--- src/rtl/dwt_pkg.sv ---
// Shared constants and types for the DWT stage blocks.
package dwt_pkg;

    localparam int DWT_TAPS           = 6;
    localparam int DEFAULT_DATA_WIDTH = 32;
    localparam int FLUSH_EVEN         = 4;
    localparam int FLUSH_ODD          = 5;

    typedef enum logic [0:0] {
        RUN   = 1'b0,
        FLUSH = 1'b1
    } feeder_state_t;

endpackage

--- src/rtl/dwt_window_feeder_if.sv ---
// Sample-stream, window and PE-tag signals of the DWT window feeder.
interface dwt_window_feeder_if
    import dwt_pkg::*;
#(
    parameter int DATA_WIDTH = DEFAULT_DATA_WIDTH
) ();

    logic                  in_valid;
    logic                  in_ready;
    logic [DATA_WIDTH-1:0] in_data;
    logic                  in_last;

    logic                  win_valid;
    logic                  win_last;
    logic [DATA_WIDTH-1:0] win_data1;
    logic [DATA_WIDTH-1:0] win_data2;
    logic [DATA_WIDTH-1:0] win_data3;
    logic [DATA_WIDTH-1:0] win_data4;
    logic [DATA_WIDTH-1:0] win_data5;
    logic [DATA_WIDTH-1:0] win_data6;

    logic                  pe_valid;
    logic                  pe_last;

    modport slave (
        input  in_valid, in_data, in_last,
        output in_ready,
        output win_valid, win_last,
        output win_data1, win_data2, win_data3, win_data4, win_data5, win_data6,
        output pe_valid, pe_last
    );

    modport master (
        output in_valid, in_data, in_last,
        input  in_ready,
        input  win_valid, win_last,
        input  win_data1, win_data2, win_data3, win_data4, win_data5, win_data6,
        input  pe_valid, pe_last
    );

endinterface

--- src/rtl/dwt_valid_delay.sv ---
// Fixed-depth, synchronously reset shift register for aligning tags with a pipeline.
module dwt_valid_delay #(
    parameter int DEPTH = 4,
    parameter int WIDTH = 1
) (
    input  logic             clk,
    input  logic             rst,
    input  logic [WIDTH-1:0] din,
    output logic [WIDTH-1:0] dout
);

    logic [WIDTH-1:0] stage [DEPTH];

    // Advance the delay line every cycle; reset empties it.
    always_ff @(posedge clk) begin
        if (rst) begin
            for (int unsigned i = 0; i < DEPTH; i++) begin
                stage[i] <= '0;
            end
        end else begin
            stage[0] <= din;
            for (int unsigned i = 1; i < DEPTH; i++) begin
                stage[i] <= stage[i-1];
            end
        end
    end

    assign dout = stage[DEPTH-1];

endmodule

--- src/rtl/dwt_window_feeder.sv ---
// Builds stride-2, 6-sample zero-padded windows from a row-serial sample stream
// and carries a valid/last tag matched to the PE pipeline latency.
module dwt_window_feeder
    import dwt_pkg::*;
#(
    parameter int DATA_WIDTH = DEFAULT_DATA_WIDTH,
    parameter int PE_LATENCY = 4
) (
    input logic                 clk,
    input logic                 rst,
    dwt_window_feeder_if.slave  bus
);

    localparam logic [0:0] ST_RUN   = 1'(RUN);
    localparam logic [0:0] ST_FLUSH = 1'(FLUSH);

    logic [0:0]            state;
    logic [DATA_WIDTH-1:0] sr      [DWT_TAPS];
    logic [DATA_WIDTH-1:0] sr_next [DWT_TAPS];
    logic [DATA_WIDTH-1:0] win     [DWT_TAPS];
    logic                  phase;
    logic [2:0]            flush_left;

    logic                  in_ready;
    logic                  accept;
    logic                  do_shift;
    logic                  emit;
    logic                  final_zero;
    logic [DATA_WIDTH-1:0] shift_val;

    logic                  win_valid;
    logic                  win_last;
    logic [1:0]            pe_tag;

    assign in_ready = (state == ST_RUN) && !rst;

    // Shift source selection and window-completion detection.
    always_comb begin
        accept     = in_ready && bus.in_valid;
        do_shift   = accept || (state == ST_FLUSH);
        shift_val  = accept ? bus.in_data : '0;
        final_zero = (state == ST_FLUSH) && (flush_left == 3'd1);
        // phase = 1 means this shift returns it to 0: a window is complete
        emit       = do_shift && phase;
        for (int unsigned i = 0; i < DWT_TAPS - 1; i++) begin
            sr_next[i] = sr[i+1];
        end
        sr_next[DWT_TAPS-1] = shift_val;
    end

    // Row FSM, sample shift register, phase bit and flush counter.
    always_ff @(posedge clk) begin
        if (rst) begin
            state      <= ST_RUN;
            phase      <= 1'b0;
            flush_left <= '0;
            for (int unsigned i = 0; i < DWT_TAPS; i++) begin
                sr[i] <= '0;
            end
        end else if (do_shift) begin
            if (final_zero) begin
                // Clearing here gives the next row its leading zero padding;
                // the window built from the last zero is captured from sr_next.
                state      <= ST_RUN;
                phase      <= 1'b0;
                flush_left <= '0;
                for (int unsigned i = 0; i < DWT_TAPS; i++) begin
                    sr[i] <= '0;
                end
            end else begin
                phase <= ~phase;
                for (int unsigned i = 0; i < DWT_TAPS; i++) begin
                    sr[i] <= sr_next[i];
                end
                if (accept && bus.in_last) begin
                    // phase after this accept equals the row length parity
                    state      <= ST_FLUSH;
                    flush_left <= (~phase) ? 3'(FLUSH_ODD) : 3'(FLUSH_EVEN);
                end else if (state == ST_FLUSH) begin
                    flush_left <= flush_left - 3'd1;
                end
            end
        end
    end

    // Window output register: one-cycle valid pulse, data held until next window.
    always_ff @(posedge clk) begin
        if (rst) begin
            win_valid <= 1'b0;
            win_last  <= 1'b0;
            for (int unsigned i = 0; i < DWT_TAPS; i++) begin
                win[i] <= '0;
            end
        end else begin
            win_valid <= emit;
            win_last  <= emit && final_zero;
            if (emit) begin
                for (int unsigned i = 0; i < DWT_TAPS; i++) begin
                    win[i] <= sr_next[i];
                end
            end
        end
    end

    dwt_valid_delay #(
        .DEPTH (PE_LATENCY),
        .WIDTH (2)
    ) u_pe_delay (
        .clk  (clk),
        .rst  (rst),
        .din  ({win_valid, win_last}),
        .dout (pe_tag)
    );

    assign bus.in_ready  = in_ready;
    assign bus.win_valid = win_valid;
    assign bus.win_last  = win_last;
    assign bus.win_data1 = win[0];
    assign bus.win_data2 = win[1];
    assign bus.win_data3 = win[2];
    assign bus.win_data4 = win[3];
    assign bus.win_data5 = win[4];
    assign bus.win_data6 = win[5];
    assign bus.pe_valid  = pe_tag[1];
    assign bus.pe_last   = pe_tag[0];

endmodule

--- src/flat_wrapper.sv ---
// flat-port wrapper written by rule: the top's interface ports become plain ports
module dwt_window_feeder_flat import dwt_pkg::*;
#(
    parameter int DATA_WIDTH = DEFAULT_DATA_WIDTH,
    parameter int PE_LATENCY = 4
)
  (clk, rst, bus_in_valid, bus_in_data, bus_in_last, bus_in_ready, bus_win_valid, bus_win_last, bus_win_data1, bus_win_data2, bus_win_data3, bus_win_data4, bus_win_data5, bus_win_data6, bus_pe_valid, bus_pe_last);
  dwt_window_feeder_if #(.DATA_WIDTH(DATA_WIDTH)) bus_i ();
  input logic clk;
  input logic rst;
  input wire logic [$bits(bus_i.in_valid)-1:0] bus_in_valid;
  input wire logic [$bits(bus_i.in_data)-1:0] bus_in_data;
  input wire logic [$bits(bus_i.in_last)-1:0] bus_in_last;
  output wire logic [$bits(bus_i.in_ready)-1:0] bus_in_ready;
  output wire logic [$bits(bus_i.win_valid)-1:0] bus_win_valid;
  output wire logic [$bits(bus_i.win_last)-1:0] bus_win_last;
  output wire logic [$bits(bus_i.win_data1)-1:0] bus_win_data1;
  output wire logic [$bits(bus_i.win_data2)-1:0] bus_win_data2;
  output wire logic [$bits(bus_i.win_data3)-1:0] bus_win_data3;
  output wire logic [$bits(bus_i.win_data4)-1:0] bus_win_data4;
  output wire logic [$bits(bus_i.win_data5)-1:0] bus_win_data5;
  output wire logic [$bits(bus_i.win_data6)-1:0] bus_win_data6;
  output wire logic [$bits(bus_i.pe_valid)-1:0] bus_pe_valid;
  output wire logic [$bits(bus_i.pe_last)-1:0] bus_pe_last;
  assign bus_i.in_valid = bus_in_valid;
  assign bus_i.in_data = bus_in_data;
  assign bus_i.in_last = bus_in_last;
  assign bus_in_ready = bus_i.in_ready;
  assign bus_win_valid = bus_i.win_valid;
  assign bus_win_last = bus_i.win_last;
  assign bus_win_data1 = bus_i.win_data1;
  assign bus_win_data2 = bus_i.win_data2;
  assign bus_win_data3 = bus_i.win_data3;
  assign bus_win_data4 = bus_i.win_data4;
  assign bus_win_data5 = bus_i.win_data5;
  assign bus_win_data6 = bus_i.win_data6;
  assign bus_pe_valid = bus_i.pe_valid;
  assign bus_pe_last = bus_i.pe_last;
  dwt_window_feeder #(.DATA_WIDTH(DATA_WIDTH), .PE_LATENCY(PE_LATENCY)) u_core (.clk(clk), .rst(rst), .bus(bus_i));
endmodule
--- config.mk ---
export PLATFORM = sky130hd
export DESIGN_NAME = dwt_window_feeder_flat
export DESIGN_NICKNAME = d
export VERILOG_FILES = /design/src/rtl/dwt_pkg.sv /design/src/rtl/dwt_window_feeder_if.sv /design/src/rtl/dwt_valid_delay.sv /design/src/rtl/dwt_window_feeder.sv /design/src/flat_wrapper.sv
export SDC_FILE = /design/constraint.sdc
export NUM_CORES = 1
export LEC_CHECK = 0
export CORE_UTILIZATION = 57
export DETAILED_ROUTE_END_ITERATION = 10
export GPL_TIMING_DRIVEN = 0
export PLACE_DENSITY = 0.93
export SYNTH_ARGS = -nofsm -noshare
export SYNTH_HDL_FRONTEND = slang
export SYNTH_HIERARCHICAL = 1
export SYNTH_SLANG_ARGS = --single-unit
--- constraint.sdc ---
create_clock -name clk -period 19.5 [get_ports clk]
set_input_delay 1.95 -clock clk [delete_from_list [all_inputs] [get_ports clk]]
set_output_delay 1.95 -clock clk [all_outputs]
set_load 0.02 [all_outputs]
== Word level (Yosys, flattened, before mapping) ==
Memory sizes are Yosys's and may differ from the RTL's.
Cells that the tools add are included.
Storage, ports and cells
  bits in writable memories: 392
  ROM bits: 0
  register bits after elaboration: 7
  bits in latches: 0
  memories: 3
Cells by class
  shift-type cells: 0
  order comparisons: 0
  muxes and demuxes: 44
  div/mod/pow operators: 0
  bitwise gates (word level): 24
  equal/unequal tests: 1
  $mul: 0
  reduce and logical (&&, ||, !) cells: 12
  $add $sub $neg: 1
Memory list
  u_core.sr: words 6, bits a word 32, read ports 5, clocked after Yosys merged registers in 0, wr ports 6, RTL line dwt_window_feeder.sv:18  | logic [DATA_WIDTH-1:0] sr [DWT_TAPS];
  u_core.win: words 6, bits a word 32, read ports 6, clocked after Yosys merged registers in 0, wr ports 6, RTL line dwt_window_feeder.sv:20  | logic [DATA_WIDTH-1:0] win [DWT_TAPS];
  u_core.u_pe_delay.stage: words 4, bits a word 2, read ports 4, clocked after Yosys merged registers in 0, wr ports 4, RTL line dwt_valid_delay.sv:12  | logic [WIDTH-1:0] stage [DEPTH];
Operators by type and width (count)
  $mux 32: 19
  $or 1x1->1: 22
  $mux 1: 18
  $mux 3: 3
  $mux 2: 4
  $logic_and 1x1->1: 6
  $reduce_and 2->1: 2
  $eq 3x1->1 const B: 1
  $reduce_bool 3->1: 1
  $sub 3x1->3 const B: 1
  $not 1->1: 2
  $reduce_bool 2->1: 1
  $logic_not 1->1: 1
  $logic_or 1x1->1: 1

== Logic depth before layout (Yosys ltp) ==
Gate-level depths: netlist of the first run.
  depth after elaboration: 9
  gate-level depth with buffers: 6
  depth with buffers taken out: 5

== By module ==
Netlist of the first run, hierarchy kept.
Modules (own cells, without submodules)
  dwt_window_feeder: area each 13337.8 µm², times used 1, cells each 788
  dwt_valid_delay: area each 210.2 µm², times used 1, cells each 16

== Least setup slack after synthesis of the first run ==
No wires, ideal clock.
  path kind: input-to-reg
  start: input rst
  end: memory u_core/win[0][0] in the netlist's numbering, enable pin
  buffers on the path: 1
  setup time: 0.588 ns
  slack: 12.074 ns
  data required time: 18.912 ns
  data arrival time: 6.837 ns
  stages: 2
  cells stage by stage: buf_2 nand2b_1
RTL lines
  start: declaration: RTL line flat_wrapper.sv:10  | input logic rst;
  end: declaration: RTL line dwt_window_feeder.sv:20

== Worst setup path after layout of the first run ==
  start: input rst
  end: output bus_in_ready
On the way
  longest elaborated chain between the ends: 2
RTL lines
  $logic_not 1->1: RTL line dwt_window_feeder.sv:35  | assign in_ready = (state == ST_RUN) && !rst;
  $logic_and 1x1->1: RTL line dwt_window_feeder.sv:35
  end: declaration: RTL line flat_wrapper.sv:14  | output wire logic [$bits(bus_i.in_ready)-1:0] bus_in_ready;
Every way passes these cells.

==> metrics.txt, run 1 <==
crit path kind=in2out; Vias=about 7000; Max Slew Vio Count=0; Int Pwr=1400 uW; starting density of the core=57.9%; maximum clock frequency=160 MHz; PD cells=approximately 100 nW/um^2; Slowest Stage Delay on Critical Path=0.70 ns; RSZ-0062 raised after global routing=no; final wirelength=around 26 mm; Max Cap Violations=0; final setup margin=13.26 ns; # fillers=~1400; initial antenna violation count=0; post-place setup slack=13.28 ns; distinct cell type count after synthesis=26; Worst Max-Slew Pin Slew=0.769 ns; crit path capture type=primary output; switching portion of total power=21.8%; status=finished clean; DRC violations left=0; Reg area=10900 sq um; post-CTS sizing=0; Fin Clk Skew=roughly 0.013 ns; CTS tree=yes; H-tree depth=2; crit-path cells=clkdlybuf4s50_1, buf_2, nor2_1, clkbuf_1, clkdlybuf4s50_1; Num CTS Buffers=36; WL/cell=18.2 um; share of cells above drive strength 1=under 10%; Clk Latency, worst-skew pair=~0.5 ns; Synth Net Count=842; GRT overflow=0; 1st-pass router iterations=5; clock share of power=37.4%; core area=roughly 23000 sq um; # hold bufs at CTS=0; post-route insts no fill=~1400; Comb power frac=9.6%; sequential power share=between 50% and 60%; Synth warnings=6; number of setup buffers added after CTS=0; final net count=1116; final setup violation count=0; Worst-path clk slew=0.06 ns; Max-slew headroom=48.7%; Setup TNS Final=0 ns; 1st-iter DRT viols=just over 400; required time worst endpoint=17.55 ns; Crit Path Max Fanout=10; synth-to-layout area growth=29.5%; critical path's slowest cell=clkdlybuf4s50_1; hold crit path type=reg2reg; worst path arrival time=4.29 ns; CP bufs+invs=4; Avg Vias per Cell=4.94; delay-heaviest family, CP=buffers and inverters; I/O pins=233; vias in the first global route=7113; Final min period=6.24 ns; Tot GR Track Use=about a fifth; gp weighted congestion=0.788; Die Y=between 150 and 200 um; peak supply drop=0.0663 mV; final HPWL from detailed placement=17.9 mm; CP dominant cell by count=clkdlybuf4s50_1; ANT cells=0; switching pwr=between 300 and 400 uW; Final Hold Viols=0; Die Area=24400 sq um; DIE WIDTH=~160 um; placed insts=1359; fin crit share=a little under a third; row count=56; Mapped Cells=804; CP startpoint kind=input port; first-pass GRT wire length=38.7 mm; antenna-violating nets left=0; Pleak=0.00677 uW; Post-Syn Area=13500 sq um; Mean Syn Cell Area=16.9 sq um; Clock Sinks=367; area occupied by multi-input gates=2470 sq um; sequential element share of the synthesized area=about four fifths; Root Driver=clkbuf_16; Port Buffers=232; pin count of the biggest net entering global routing=75; clk buf depth=3; post-synthesis register bit count=367
==> kinds of logic after synthesis <==
kind of cell / Yosys count / synth area share (%)
AND/OR/NAND/NOR: 380 / 17.6
buffers and inverters: 47 / 1.61
AO/OA/AOI/OAI: 8 / 0.388
adder cells (fa/ha/maj): 2 / 0.185
flip-flops: 367 / 80.2
==> path summary, 6_finish.rpt <==
kind	startpoint	to	slack, ns	cells past startpoint
max	rst	bus_in_ready	13.26	5
min	u_core/u_pe_delay/stage[0][1]$_SDFF_PP0_	u_core/u_pe_delay/stage[1][1]$_SDFF_PP0_	0.46	1
max reg2reg	u_core/state$_SDFFE_PP0P_	u_core/win[1][21]$_SDFFCE_PN0P_	17.22	5
min reg2reg	u_core/u_pe_delay/stage[0][1]$_SDFF_PP0_	u_core/u_pe_delay/stage[1][1]$_SDFF_PP0_	0.46	1
==> metal layers <==
metal	track usage (%)	wire (um)
met1	24.4	9880
met2	38.8	13800
met3	4.39	1240
met4	8.59	937
met5	0	0
==> layout by cell type, fill, tap and decap left out, types with 2 or more instances in the layout <==
cell             count
clkbuf_8             3
edfxtp_1           352
clkdlybuf4s50_1    232
nand3_1              4
clkbuf_1            24
clkinv_1             3
inv_1                4
a31oi_1              2
clkbuf_16           37
and3_1              32
a21oi_1              4
buf_2                5
bufinv_16            3
nor2b_1              8
buf_16               4
clkbuf_2            19
ha_1                 2
nand2_1              4
and2_1             320
dfxtp_1             15
clkinv_2             7
or3_1                2
==> registers in the layout, indices dropped and copies added (netlist names) <==
| register | count |
|---|---|
| u_core/win | 192 |
| u_core/sr | 160 |
| u_core/u_pe_delay/stage | 8 |
| u_core/flush_left | 3 |
| u_core/bus.win_last | 1 |
| u_core/bus.win_valid | 1 |
| u_core/phase | 1 |
| u_core/state | 1 |
==> synth_stat cells <==
cell type	count	share of area, %
a21oi_1	4	0.15
a311oi_2	1	0.11
a31oi_1	2	0.092
and2_1	320	15
and3_1	32	1.5
and4_1	1	0.065
and4bb_2	1	0.092
buf_2	5	0.18
buf_4	1	0.055
buf_6	1	0.083
clkbuf_1	17	0.47
clkbuf_2	19	0.70
dfxtp_1	15	2.2
edfxtp_1	352	78
ha_1	2	0.18
inv_1	4	0.11
nand2_1	4	0.11
nand2b_1	2	0.092
nand3_1	4	0.15
nand3b_1	1	0.055
nor2_1	1	0.028
nor2_2	1	0.046
nor2b_1	8	0.37
nor3b_4	1	0.14
o21ai_0	1	0.037
or3_1	4	0.18
==> power groups by stage <==
stage                     Combinational [uW]  Sequential (uW)  Clock [uW]
after floorplan                         42.9             1010           0
after global placement                   162              976           0
after detailed placement                 172              967           0
after CTS                                174              951         682
after global routing                     182              956         709
final                                    172              951         670
==> through the flow <==
step | total power (uW) | area, sq um | util, % | hold WS [ns]
floorplan | 1050 | 13500 | - | 0.414
global placement | 1140 | 16300 | 69.5 | 0.418
detailed placement | 1140 | 16400 | 70.0 | 0.426
CTS | 1810 | 17500 | 75.0 | 0.458
global route | 1850 | 17500 | 75.0 | 0.461
finish | 1790 | 17500 | 75.0 | 0.455
==> final cells by class <==
cell class,count,area share [%]
Tap cell,319,2.28
Timing Repair Buffer,236,13.9
Clock inverter,15,0.884
Clock buffer,47,5.66
Multi-Input combinational cell,390,14.1
Sequential cell,367,62.0
Inverter,4,0.0856
Buffer,43,1.16
(Power assumes the default switching activity.)
==> inputs of run 2 (changes only) <==
--- a/config.mk
+++ b/config.mk
@@ -5,10 +5,10 @@
 export SDC_FILE = /design/constraint.sdc
 export NUM_CORES = 1
 export LEC_CHECK = 0
-export CORE_UTILIZATION = 57
+export CORE_UTILIZATION = 48
 export DETAILED_ROUTE_END_ITERATION = 10
 export GPL_TIMING_DRIVEN = 0
-export PLACE_DENSITY = 0.93
+export PLACE_DENSITY = 0.84
 export SYNTH_ARGS = -nofsm -noshare
 export SYNTH_HDL_FRONTEND = slang
 export SYNTH_HIERARCHICAL = 1
==> constraint.sdc (replaced) <==
create_clock -name clk -period 5.4 [get_ports clk]
set_input_delay 0.54 -clock clk [delete_from_list [all_inputs] [get_ports clk]]
set_output_delay 0.54 -clock clk [all_outputs]
set_load 0.02 [all_outputs]
==> metrics.txt, run 2 (synthesis results as in run 1) <==
status=complete, but fails checks; failing checks=DRC; RSZ-0062 raised after global routing=no; Max-slew headroom=10.5% (-38 points); max FFs per register=192 (unchanged); Pleak=0.00678 uW (about the same); CTS tree=yes; Root Driver=clkbuf_16; clk buf depth=3 (unchanged); CP startpoint kind=input port; switching pwr=1430 uW (+270%); Num CTS Buffers=37 (+2.8%); gp weighted congestion=0.783 (-0.57%); post-CTS sizing=0 (unchanged); Reg2Reg Depth=5 (unchanged); vias in the first global route=7189 (+1.1%); WL/cell=17.6 um (-3.7%); maximum clock frequency=292 MHz; final HPWL from detailed placement=18.0 mm (+0.39%); Vias=6918 (-1.5%); fin area=17600 sq um (+0.49%); antenna-violating nets left=0 (unchanged); Die Area=28900 sq um (+18%); row count=61 (+8.9%); Final Hold Viols=0 (unchanged); hold crit path type=reg2reg; worst path arrival time=2.89 ns (-1.40 ns); Top Registers=u_core/win x192, u_core/sr x160, u_core/u_pe_delay/stage x8; Clock Sinks=367 (unchanged); H-tree depth=2 (unchanged); area occupied by multi-input gates=2470 sq um (about the same); CP dominant cell by count=clkdlybuf4s50_1; peak supply drop=0.200 mV (+200%); Clk Latency, worst-skew pair=0.51 ns (about the same); GRT overflow=0 (unchanged); crit path kind=in2out; 1st-pass router iterations=9 (+4); Max Cap Violations=0 (unchanged); PD cells=367 nW/um^2 (+260%); Worst Max-Slew Pin Slew=1.34 ns (+0.573 ns); launch point of the worst path=rst; final wirelength=26.0 mm (+0.52%); most frequent cells in the layout=352 x edfxtp_1, 320 x and2_1, 232 x clkdlybuf4s50_1; Reg with most FFs=u_core/win; core area=27800 sq um (+19%); Int Pwr=5040 uW (+260%); fin crit share=63.5%; synth-to-layout area growth=30.1%; share of cells above drive strength 1=7.78% (-0.29 points); switching portion of total power=22.1% (+0.30 points); Final min period=3.43 ns; I/O pins=233 (unchanged); cell area after placement=16500 sq um (+0.57%); Comb power frac=9.6% (about the same); hold wc startpoint=u_core/u_pe_delay/stage[1][1]$_SDFF_PP0_; sequential power share=53.1% (about the same); # fillers=1972 (+45%); crit-path cells=clkdlybuf4s50_1, buf_2, nor2_1, clkbuf_1, clkdlybuf4s50_1; hold path cells=1 (unchanged); required time worst endpoint=4.86 ns (-12.69 ns); Slowest Stage Delay on Critical Path=0.69 ns (about the same); Avg Vias per Cell=4.66 (-5.6%); critical path's slowest cell=clkdlybuf4s50_1; ANT cells=0 (unchanged); DRC violations left=2 (+2); number of setup buffers added after CTS=0 (unchanged); most common cell after layout, fill and taps aside=edfxtp_1; clock share of power=37.3% (about the same); total power=6470 uW (+260%); DIE WIDTH=170 um (+8.9%); Reg area=10900 sq um (unchanged); final setup violation count=0 (unchanged); crit path capture type=primary output; starting density of the core=48.8% (-9.1 points); # hold bufs at CTS=0 (unchanged); Crit Path Max Fanout=10 (unchanged); pin count of the biggest net entering global routing=67 (-11%); Die Y=170 um (+8.9%); 1st-iter DRT viols=375 (-7.9%); final net count=1118 (+0.18%); Max Slew Vio Count=0 (unchanged); initial antenna violation count=0 (unchanged); Fin Clk Skew=0.0119 ns (-0.00119 ns); Tot GR Track Use=18.3% (-3.0 points); R2R Path Start=u_core/state$_SDFFE_PP0P_; Worst-path clk slew=0.06 ns (about the same); first-pass GRT wire length=39.7 mm (+2.4%); Port Buffers=232 (unchanged)
## run 2: critical path: cells and delay by family
| kind | cells | cell delay [ns] |
|---|---|---|
| buf+inv | 4 | 2.03 |
| simple gates | 1 | 0.30 |
## run 2: cell type report
| type | count | area share, % |
|---|---|---|
| multi-input cells | 390 | 14.0 |
| inverters | 4 | 0.0852 |
| flip-flops and latches | 367 | 61.7 |
| clock buffers | 48 | 5.73 |
| repair buffers | 237 | 13.9 |
| well taps | 378 | 2.68 |
| clock inverters | 16 | 0.752 |
| plain buffers | 43 | 1.15 |
## run 2: worst paths after layout
check / to / slack [ns]
worst max register to register: u_core/win[1][23]$_SDFFCE_PN0P_ / 3.24
worst max-delay path: bus_in_ready / 1.97
worst min register to register: u_core/u_pe_delay/stage[2][1]$_SDFF_PP0_ / 0.44
worst min-delay path: u_core/u_pe_delay/stage[2][1]$_SDFF_PP0_ / 0.44
## run 2: power by group through the flow
stage	registers, uW	clock network (uW)	logic, uW
floorplan	3630	0	155
global placement	3510	0	592
detailed placement	3490	0	626
CTS	3430	2470	628
global route	3450	2580	659
finish	3430	2410	620
## run 2: through the flow
stage / utilization (%) / hold slack, ns / setup WS (ns) / TNS [ns] / instances
2_1_floorplan: - / 0.414 / 1.33 / 0 / 804
3_3_place_gp: 58.8 / 0.418 / -0.564 / -101.40 / 1414
3_5_place_dp: 59.3 / 0.429 / 2.00 / 0 / 1419
4_1_cts: 63.5 / 0.439 / 1.98 / 0 / 1483
5_1_grt: 63.5 / 0.459 / 1.83 / 0 / 1483
6_report: 63.5 / 0.443 / 1.97 / 0 / 1483
## run 2: routing by layer
metal	vias to the layer above	GRT usage [%]	wire length (um)
li1	3381	-	-
met1	3319	22.0	10700
met2	181	32.6	13500
met3	37	4.40	1370
met4	0	5.33	526
met5	-	0	0
==> inputs of run 3 (changes only) <==
--- a/config.mk
+++ b/config.mk
@@ -5,10 +5,10 @@
 export SDC_FILE = /design/constraint.sdc
 export NUM_CORES = 1
 export LEC_CHECK = 0
-export CORE_UTILIZATION = 48
+export CORE_UTILIZATION = 53
 export DETAILED_ROUTE_END_ITERATION = 10
 export GPL_TIMING_DRIVEN = 0
-export PLACE_DENSITY = 0.84
+export PLACE_DENSITY = 0.88
 export SYNTH_ARGS = -nofsm -noshare
 export SYNTH_HDL_FRONTEND = slang
 export SYNTH_HIERARCHICAL = 1
==> constraint.sdc (replaced) <==
create_clock -name clk -period 3.5 [get_ports clk]
set_input_delay 0.35 -clock clk [delete_from_list [all_inputs] [get_ports clk]]
set_output_delay 0.35 -clock clk [all_outputs]
set_load 0.02 [all_outputs]
==> metrics.txt, run 3 (synthesis results as in run 1) <==
hold crit path type=reg2reg; Max Cap Violations=0 (unchanged); peak supply drop=0.336 mV (+68%); Root Driver=clkbuf_16; number of setup buffers added after CTS=0 (unchanged); Setup TNS Final=0 ns (unchanged); crit path capture type=primary output; Final Hold Viols=0 (unchanged); final net count=1116 (-0.18%); DRC violations left=0 (-2); clock share of power=37.6% (+0.3 points); Max-slew headroom=42.0% (+31 points); clk buf depth=3 (unchanged); maximum clock frequency=335 MHz; Crit Path Max Fanout=10 (unchanged); ANT cells=0 (unchanged); vias in the first global route=7128 (-0.85%); Fin Clk Skew=0.00753 ns (-0.00436 ns); initial antenna violation count=0 (unchanged); post-route insts no fill=1437 (-3.1%); placed insts=1369 (-3.5%); core area=25100 sq um (-9.6%); Worst-path clk slew=0.06 ns (about the same); Top Layer Used=met4; 1st-iter DRT viols=409 (+9.1%); CP dominant cell by count=clkdlybuf4s50_1; Vias=6992 (+1.1%); pin count of the biggest net entering global routing=74 (+10%); Die Y=162 um (-4.8%); final setup margin=0.513 ns (-1.46 ns); CP bufs+invs=4 (unchanged); fin crit share=85.3%; # hold bufs at CTS=0 (unchanged); final HPWL from detailed placement=18.2 mm (+1.2%); status=finished clean; Reg with most FFs=u_core/win; worst path arrival time=2.64 ns (-0.25 ns); share of cells above drive strength 1=8.31% (+0.53 points); sequential power share=52.9% (-0.2 points); post-CTS sizing=0 (unchanged); H-tree depth=2 (unchanged); post-place setup slack=0.536 ns (-1.47 ns); CTS tree=yes; Clock Sinks=367 (unchanged); Top Registers=u_core/win x192, u_core/sr x160, u_core/u_pe_delay/stage x8; crit path kind=in2out; I/O pins=233 (unchanged); gp weighted congestion=0.759 (-3.0%); Comb power frac=9.5% (about the same); PD cells=570 nW/um^2 (+56%); critical path's slowest cell=clkdlybuf4s50_1; crit-path cells=clkdlybuf4s50_1, buf_2, nor2_1, clkbuf_1, clkdlybuf4s50_1; met2 WL=13.8 mm (+2.5%); row count=58 (-4.9%); DIE WIDTH=162 um (-4.8%); most common cell after layout, fill and taps aside=edfxtp_1; Pleak=0.00679 uW (+0.15%); antenna-violating nets left=0 (unchanged); GRT overflow=0 (unchanged); Die Area=26200 sq um (-9.3%); WL/cell=18.2 um (+3.5%); Tot GR Track Use=19.9% (+1.7 points); synth-to-layout area growth=29.6%; 1st-pass router iterations=4 (-5); Clk Latency, worst-skew pair=0.51 ns (about the same); final wirelength=26.1 mm (+0.34%); Final min period=~3.0 ns; Slowest Stage Delay on Critical Path=0.69 ns (about the same); max FFs per register=192 (unchanged); required time worst endpoint=3.15 ns (-1.71 ns); Num CTS Buffers=37 (unchanged); Max Slew Vio Count=0 (unchanged); switching portion of total power=22.0% (-0.069 points); delay-heaviest family, CP=buffers and inverters; Hold WS=0.437 ns (-0.00577 ns); Met3 Wirelength=1.35 mm (-1.4%); Port Buffers=232 (unchanged); Worst Max-Slew Pin Slew=0.870 ns (-0.472 ns); CP startpoint kind=input port; most frequent cells in the layout=352 x edfxtp_1, 320 x and2_1, 232 x clkdlybuf4s50_1; switching pwr=2200 uW (+54%); starting density of the core=54.0% (+5.2 points); met1 WL=10.1 mm (-5.6%); # fillers=1653 (-16%); final setup violation count=0 (unchanged); Int Pwr=7810 uW (+55%); first-pass GRT wire length=39.2 mm (-1.3%); Avg Vias per Cell=4.87 (+4.3%); RSZ-0062 raised after global routing=no
-- run 3: through the flow --
stage,utilization [%],power [uW],area (sq um)
after floorplan,-,5830,13600
after global placement,64.9,6310,16300
after detailed placement,65.2,6350,16400
after CTS,69.9,10100,17600
after global routing,69.9,10300,17600
final,69.9,10000,17600
-- run 3: area by class of cell --
cell class              count  area (sq um)  area share (%)
flip-flops and latches    367         10900            61.9
multi-input cells         390          2470            14.1
repair buffers            235          2400            13.7
clock buffers              48          1030            5.87
well taps                 330           413            2.35
plain buffers              43           203            1.15
clock inverters            20           148           0.841
inverters                   4          15.0          0.0855
-- run 3: final timing paths --
path / startpoint / endpoint / slack [ns] / depth (start not counted)
worst max-delay path: rst / bus_in_ready / 0.51 / 5
worst min-delay path: u_core/u_pe_delay/stage[1][0]$_SDFF_PP0_ / u_core/u_pe_delay/stage[2][0]$_SDFF_PP0_ / 0.44 / 1
worst max register to register: u_core/state$_SDFFE_PP0P_ / u_core/win[1][22]$_SDFFCE_PN0P_ / 1.26 / 4
worst min register to register: u_core/u_pe_delay/stage[1][0]$_SDFF_PP0_ / u_core/u_pe_delay/stage[2][0]$_SDFF_PP0_ / 0.44 / 1
-- run 3: power groups by stage --
stage | clock network, uW | registers, uW | logic, uW
2_1_floorplan | 0 | 5590 | 239
5_1_grt | 4010 | 5330 | 1010
3_5_place_dp | 0 | 5390 | 956
4_1_cts | 3840 | 5300 | 961
6_report | 3770 | 5300 | 949
3_3_place_gp | 0 | 5400 | 910
-- run 3: per-layer routing --
layer / GRT usage [%] / vias to the layer above
met5: 0 / -
met4: 7.85 / 0
li1: - / 3379
met1: 22.8 / 3362
met2: 35.8 / 200
met3: 4.93 / 51
